### src/rtl/mips_defs.sv
// Shared MIPS definitions for the HI/LO multiply/divide unit.
// Holds the R-type funct codes handled by the unit and the iteration FSM state type.
package mips_defs;

  localparam logic [5:0] FunctMfhi  = 6'h10;
  localparam logic [5:0] FunctMthi  = 6'h11;
  localparam logic [5:0] FunctMflo  = 6'h12;
  localparam logic [5:0] FunctMtlo  = 6'h13;
  localparam logic [5:0] FunctMult  = 6'h18;
  localparam logic [5:0] FunctMultu = 6'h19;
  localparam logic [5:0] FunctDiv   = 6'h1A;
  localparam logic [5:0] FunctDivu  = 6'h1B;

  typedef enum logic [1:0] {
    StIdle,
    StCalc,
    StFix
  } md_state_e;

endpackage

### src/rtl/md_iter_step.sv
// Single radix-2 iteration for the multiply/divide accumulator pair.
// Ports:
//   is_div           1: restoring shift-subtract step, 0: shift-add step
//   acc_hi, acc_lo   current accumulator (mult: partial product / multiplier,
//                    div: partial remainder / dividend-becoming-quotient)
//   operand          multiplicand magnitude (mult) or divisor magnitude (div)
//   next_hi, next_lo accumulator after one iteration
module md_iter_step #(
  parameter int unsigned Width = 32
) (
  input  logic             is_div,
  input  logic [Width-1:0] acc_hi,
  input  logic [Width-1:0] acc_lo,
  input  logic [Width-1:0] operand,
  output logic [Width-1:0] next_hi,
  output logic [Width-1:0] next_lo
);

  logic [Width:0] sum;
  logic [Width:0] shifted;
  logic [Width:0] diff;

  // Add the multiplicand when the current multiplier LSB is set; carry kept in bit Width.
  assign sum     = {1'b0, acc_hi} + {1'b0, (acc_lo[0] ? operand : '0)};
  // Bring the next dividend bit into the partial remainder.
  assign shifted = {acc_hi, acc_lo[Width-1]};
  // Borrow shows up in the top bit because shifted < 2 * divisor.
  assign diff    = shifted - {1'b0, operand};

  always_comb begin
    next_hi = acc_hi;
    next_lo = acc_lo;
    if (is_div) begin
      if (!diff[Width]) begin
        next_hi = diff[Width-1:0];
        next_lo = {acc_lo[Width-2:0], 1'b1};
      end else begin
        next_hi = shifted[Width-1:0];
        next_lo = {acc_lo[Width-2:0], 1'b0};
      end
    end else begin
      next_hi = sum[Width:1];
      next_lo = {sum[0], acc_lo[Width-1:1]};
    end
  end

endmodule

### src/rtl/mult_div_unit.sv
// Iterative HI/LO multiply/divide unit for the R-type MIPS datapath.
// Ports:
//   clock, reset          rising-edge clock, asynchronous active-high reset
//   start, funct          request qualifier and R-type funct field
//   rs_data, rt_data      register-file read data (dividend/multiplicand, divisor/multiplier)
//   busy                  operation in flight, control must stall
//   done                  one-cycle pulse when a mult/div updates HI/LO
//   div_by_zero           sticky flag, cleared by the next accepted op
//   hi, lo                architectural HI/LO registers
//   mf_data               hi for mfhi, otherwise lo (combinational)
module mult_div_unit
  import mips_defs::*;
#(
  parameter int unsigned WIDTH = 32
) (
  input  logic             clock,
  input  logic             reset,
  input  logic             start,
  input  logic [5:0]       funct,
  input  logic [WIDTH-1:0] rs_data,
  input  logic [WIDTH-1:0] rt_data,
  output logic             busy,
  output logic             done,
  output logic             div_by_zero,
  output logic [WIDTH-1:0] hi,
  output logic [WIDTH-1:0] lo,
  output logic [WIDTH-1:0] mf_data
);

  localparam int unsigned CntW = $clog2(WIDTH);

  md_state_e        state_q, state_d;
  logic [CntW-1:0]  count_q, count_d;
  logic [WIDTH-1:0] acc_hi_q, acc_hi_d;
  logic [WIDTH-1:0] acc_lo_q, acc_lo_d;
  logic [WIDTH-1:0] operand_q, operand_d;
  logic             is_div_q, is_div_d;
  logic             neg_res_q, neg_res_d;   // negate product / quotient
  logic             neg_rem_q, neg_rem_d;   // negate remainder (dividend sign)
  logic [WIDTH-1:0] hi_q, hi_d;
  logic [WIDTH-1:0] lo_q, lo_d;
  logic             done_q, done_d;
  logic             dbz_q, dbz_d;

  logic             is_mul_op, is_div_op, signed_op;
  logic [WIDTH-1:0] abs_rs, abs_rt;
  logic [WIDTH-1:0] step_hi, step_lo;
  logic [2*WIDTH-1:0] prod_fix;
  logic [WIDTH-1:0] quot_fix, rem_fix;

  assign is_mul_op = (funct == FunctMult) || (funct == FunctMultu);
  assign is_div_op = (funct == FunctDiv) || (funct == FunctDivu);
  assign signed_op = (funct == FunctMult) || (funct == FunctDiv);

  // Unsigned magnitudes: abs(0x80..0) is 0x80..0 as an unsigned value, which the
  // iterative datapath handles without an extra bit.
  assign abs_rs = (signed_op && rs_data[WIDTH-1]) ? -rs_data : rs_data;
  assign abs_rt = (signed_op && rt_data[WIDTH-1]) ? -rt_data : rt_data;

  md_iter_step #(
    .Width (WIDTH)
  ) u_step (
    .is_div  (is_div_q),
    .acc_hi  (acc_hi_q),
    .acc_lo  (acc_lo_q),
    .operand (operand_q),
    .next_hi (step_hi),
    .next_lo (step_lo)
  );

  assign prod_fix = neg_res_q ? -{acc_hi_q, acc_lo_q} : {acc_hi_q, acc_lo_q};
  assign quot_fix = neg_res_q ? -acc_lo_q : acc_lo_q;
  assign rem_fix  = neg_rem_q ? -acc_hi_q : acc_hi_q;

  always_comb begin
    state_d   = state_q;
    count_d   = count_q;
    acc_hi_d  = acc_hi_q;
    acc_lo_d  = acc_lo_q;
    operand_d = operand_q;
    is_div_d  = is_div_q;
    neg_res_d = neg_res_q;
    neg_rem_d = neg_rem_q;
    hi_d      = hi_q;
    lo_d      = lo_q;
    done_d    = 1'b0;
    dbz_d     = dbz_q;

    unique case (state_q)
      StIdle: begin
        if (start) begin
          if (is_mul_op || is_div_op) begin
            dbz_d = 1'b0;
            if (is_div_op && (rt_data == '0)) begin
              // Divide by zero completes on the accept edge.
              lo_d   = '1;
              hi_d   = rs_data;
              dbz_d  = 1'b1;
              done_d = 1'b1;
            end else begin
              state_d   = StCalc;
              count_d   = '0;
              is_div_d  = is_div_op;
              acc_hi_d  = '0;
              acc_lo_d  = is_div_op ? abs_rs : abs_rt;
              operand_d = is_div_op ? abs_rt : abs_rs;
              neg_res_d = signed_op && (rs_data[WIDTH-1] ^ rt_data[WIDTH-1]);
              neg_rem_d = signed_op && is_div_op && rs_data[WIDTH-1];
            end
          end else if (funct == FunctMthi) begin
            hi_d  = rs_data;
            dbz_d = 1'b0;
          end else if (funct == FunctMtlo) begin
            lo_d  = rs_data;
            dbz_d = 1'b0;
          end
        end
      end
      StCalc: begin
        acc_hi_d = step_hi;
        acc_lo_d = step_lo;
        count_d  = count_q + CntW'(1);
        if (count_q == CntW'(WIDTH - 1)) begin
          state_d = StFix;
        end
      end
      StFix: begin
        if (is_div_q) begin
          lo_d = quot_fix;
          hi_d = rem_fix;
        end else begin
          hi_d = prod_fix[2*WIDTH-1:WIDTH];
          lo_d = prod_fix[WIDTH-1:0];
        end
        done_d  = 1'b1;
        state_d = StIdle;
      end
      default: state_d = StIdle;
    endcase
  end

  always_ff @(posedge clock or posedge reset) begin
    if (reset) begin
      state_q   <= StIdle;
      count_q   <= '0;
      acc_hi_q  <= '0;
      acc_lo_q  <= '0;
      operand_q <= '0;
      is_div_q  <= 1'b0;
      neg_res_q <= 1'b0;
      neg_rem_q <= 1'b0;
      hi_q      <= '0;
      lo_q      <= '0;
      done_q    <= 1'b0;
      dbz_q     <= 1'b0;
    end else begin
      state_q   <= state_d;
      count_q   <= count_d;
      acc_hi_q  <= acc_hi_d;
      acc_lo_q  <= acc_lo_d;
      operand_q <= operand_d;
      is_div_q  <= is_div_d;
      neg_res_q <= neg_res_d;
      neg_rem_q <= neg_rem_d;
      hi_q      <= hi_d;
      lo_q      <= lo_d;
      done_q    <= done_d;
      dbz_q     <= dbz_d;
    end
  end

  assign busy        = (state_q != StIdle);
  assign done        = done_q;
  assign div_by_zero = dbz_q;
  assign hi          = hi_q;
  assign lo          = lo_q;
  assign mf_data     = (funct == FunctMfhi) ? hi_q : lo_q;

endmodule

### config.mk
export PLATFORM = sky130hd
export DESIGN_NAME = mult_div_unit
export DESIGN_NICKNAME = d
export VERILOG_FILES = /design/src/rtl/mips_defs.sv /design/src/rtl/md_iter_step.sv /design/src/rtl/mult_div_unit.sv
export SDC_FILE = /design/constraint.sdc
export NUM_CORES = 1
export LEC_CHECK = 0
export CELL_PAD_IN_SITES_DETAIL_PLACEMENT = 0
export CELL_PAD_IN_SITES_GLOBAL_PLACEMENT = 1
export CORE_ASPECT_RATIO = 0.9
export CORE_MARGIN = 4
export CORE_UTILIZATION = 45
export CTS_CLUSTER_SIZE = 40
export DETAILED_ROUTE_END_ITERATION = 6
export GPL_ROUTABILITY_DRIVEN = 0
export GPL_TIMING_DRIVEN = 0
export PLACE_DENSITY = 0.87
export SLEW_MARGIN = 5
export SYNTH_ARGS = -nofsm -noshare
export SYNTH_HDL_FRONTEND = slang
export SYNTH_HIERARCHICAL = 1
export SYNTH_SLANG_ARGS = --single-unit
### constraint.sdc
create_clock -name clock -period 11.1 [get_ports clock]
set_clock_uncertainty 0.1 [all_clocks]
set_input_delay 2.22 -clock clock [delete_from_list [all_inputs] [get_ports clock]]
set_output_delay 2.22 -clock clock [all_outputs]
set_load 0.02 [all_outputs]
==> metrics.yaml <==
run_status:
  status: "finished with violations"
  violations: "DRC"
sta:
  rsz0062_at_grt: "no"
  timing.final.ws_setup_ns: 3.59
  drv_slew: 0
  hold_viol: 0
  period_needed_ns: 7.51
  slew_headroom_pct: 12.8
  max_freq_ghz: 0.133
  finalSetupViolCount: 0
  fin_crit_sh_pct: 67.7
  whs_ns: 0.385
  fin_tns_setup_ns: 0
  tightest_slew_ns: 1.30
pwr:
  p_switching_mw: 2.20
  power.share.combinational_pct: 58.3
  seq_power_share_pct: 27.2
  switching_share_pct: 49.9
  ir_worst_vdd_mv: 0.176
  p_int_mw: 2.21
  fin_total_pwr_mw: 4.41
  power_frac_clock_pct: 14.5
  power_leakage_nw: 7.92
  p_per_area_mw_per_mm2: 231
floorplanning:
  io_pins: 172
  fp.dieArea_mm2: 0.0391
  fp-row-count: 65
  start_util_pct: 45.8
  die_w_um: 208
  core_mm2: 0.0353
  die_y_um: 188
grt:
  grt_pass1_vias: 16400
  grt_pass1_wl_mm: 102
  met1_usage_pct: 47.6
  grt_use_met3_pct: 9.43
  grt.overflow.total: 0
  grt_max_degree: 119
  track_usage_pct: 33.8
  grt.busiest_layer: "met1"
  met2_usage_pct: 47.4
  antenna_found_initial: 3
clocking:
  cts_setup_buffers: 0
  cts_buffers: 17
  cts_hold_buf: 0
  clk_pin_slew_ns: 0.07
  cts.sinks: 172
  cts_tree: "done"
  htree_num_levels: 4
  post_cts_resized: 0
  clock_latency_ns: 0.45
  clk_path_buf_depth: 2
  root_buffer: "clkbuf_16"
logic_synthesis:
  synth_ff_type: "dfrtp_1"
  synth_xor_area_share_pct: 8.77
  syn_area_per_cell_um2: 8.03
  syn_nets: 2161
  synth_compound_area_share_pct: 26.8
  synth_fa_ha_area_share_pct: 5.66
  synthesis.area_mm2: 0.0162
  synth_cell_types: 97
  yosysSeqAreaShare_pct: 26.6
  ys_ff_latch: 172
  synth_top_family_by_area: "compound AO/OA/AOI/OAI gates"
  ys_warn_count: 6
  yosys.area_share.simple_pct: 21.4
  synth_mux_area_share_pct: 6.19
  async_flop_share_pct: 100
  synth-edff-count: 0
  netlist_instances: 2016
layout:
  layout_common_cells: "nand2_1 (219), dfrtp_1 (172), nor2_1 (168), clkdlybuf4s50_1 (168), a21oi_1 (165)"
  final_layout_size_suffix_gt1_share_pct: 8.66
  fin_util_pct: 54.1
  final_area_mm2: 0.0191
  fin_nets: 2349
  layout_commonest_cell: "nand2_1"
  synthToLayoutAreaGrowth_pct: 18.0
  fin_cells: 2685
  insertedDiodeCount: 0
worst_setup_path:
  worst-path-max-fanout: 10
  arrival_ns: 5.19
  cp_slowest_cell: "clkdlybuf4s50_1"
  endpoint_kind: "output port"
  reg2reg_from: "acc_lo_q[0]"
  path_class: "input pin to output port"
  r2r-end: "acc_hi_q[31]"
  required_ns: 8.78
  start_kind: "input pin"
  reg2reg_slack_ns: 6.31
  crit_chain: "clkdlybuf4s50_1 > nor2_1 > nand3b_1 > buf_1 > mux2_2 > clkdlybuf4s50_1"
  reg2regPathDepth: 14
  crit_top_cell: "clkdlybuf4s50_1"
  slowest_delay_ns: 0.81
worst_hold_path:
  min_from: "lo[5]"
  min_path_cells: 2
  min_to: "lo[5]"
  min_path_type: "register to register"
placed_design:
  placedCellCount: 2654
  io_buffer_count: 168
  pre_cts_slack_ns: 3.67
  placed_area_mm2: 0.0185
  dp_hpwl_mm: 54.9
route:
  drc_errors: 2
  vias: 17800
  dr.pass1.iters: 7
  antenna_left: 0
  wl_mm: 69.2
  drtIter0Drc: 2462
  wire_per_inst_um: 25.8
  viasPerCell: 6.62
job:
  maxCapViolations: 0
## metal layers
metal	vias up	part of all wire (%)
met5	-	0.12
met4	4	5.6
met3	228	13
met2	1235	40
met1	8470	41
li1	7825	-
## flip-flops by register name, indices dropped and copies added, names as in the netlist, 2 cells and up
register   count
acc_hi_q      32
acc_lo_q      32
hi            32
lo            32
operand_q     32
count_q        5
state_q        2
## worst max-delay path: cells and delay by family
family                 cells  cell delay [ns]
buffers and inverters      3             1.99
AND/OR/NAND/NOR            2             0.55
multiplexers               1             0.41
## how the worst max path moves through the flow
stage,from,endpoint
2_1_floorplan,reset,acc_hi_q[0]
3_3_place_gp,reset,operand_q[28]
3_5_place_dp,funct[0],mf_data[21]
4_1_cts,funct[0],mf_data[21]
5_1_grt,funct[0],mf_data[29]
6_report,funct[0],mf_data[21]
## cells by family after synthesis
logic type                 after synthesis
DFF                                    172
buffers and inverters                  175
muxes                                   91
AOI/OAI and AO/OA                      644
xor gates and xnor gates               162
adders and majority gates               72
and+or+nand+nor                        700
## synthesized netlist by cell type, types with 8 or more instances
library cell | number | area [um^2]
dfrtp_1 | 172 | 4300
o21ai_1 | 17 | 85.1
inv_1 | 60 | 225
buf_1 | 11 | 41.3
nor4_1 | 18 | 113
a21o_1 | 41 | 308
o41ai_1 | 15 | 131
or3_1 | 18 | 113
ha_1 | 70 | 876
nand2_1 | 219 | 822
a21oi_1 | 165 | 826
o211ai_1 | 30 | 225
o221ai_1 | 8 | 70.1
o22ai_1 | 19 | 119
nor3_1 | 51 | 255
nor2_1 | 168 | 631
a21oi_2 | 11 | 96.3
nor2b_1 | 10 | 62.6
o21bai_1 | 10 | 75.1
or4_1 | 9 | 67.6
o21ai_0 | 120 | 601
a221o_1 | 8 | 80.1
clkbuf_1 | 76 | 285
mux2i_1 | 19 | 190
buf_2 | 17 | 85.1
nand3_1 | 57 | 285
a31oi_1 | 21 | 131
o21a_1 | 11 | 82.6
nand4_1 | 24 | 150
nand2b_1 | 12 | 75.1
and2_1 | 38 | 238
o31ai_1 | 30 | 225
mux2_2 | 71 | 800
xnor2_1 | 88 | 771
xor2_1 | 74 | 648
a211oi_1 | 23 | 173
and3_1 | 28 | 175
a22o_1 | 30 | 263
## power by group through the flow
stage          clock, mW  sequential [mW]  combinational [mW]
6_report           0.639             1.20                2.57
3_5_place_dp           0             1.18                2.49
4_1_cts            0.632             1.17                2.50
2_1_floorplan          0             1.04                1.80
3_3_place_gp           0             1.17                2.45
5_1_grt            0.654             1.20                2.78
## area by class of cell
| class | instances | area (um^2) |
|---|---|---|
| inverter | 61 | 236 |
| clock inverter | 11 | 136 |
| buffer | 114 | 520 |
| fill | 3439 | 16200 |
| tap | 469 | 587 |
| multi-input combinational | 1669 | 11100 |
| timing repair buffer | 169 | 1710 |
| sequential | 172 | 4300 |
| clock buffer | 20 | 467 |
No activity file was read; power rests on OpenSTA's default activity.
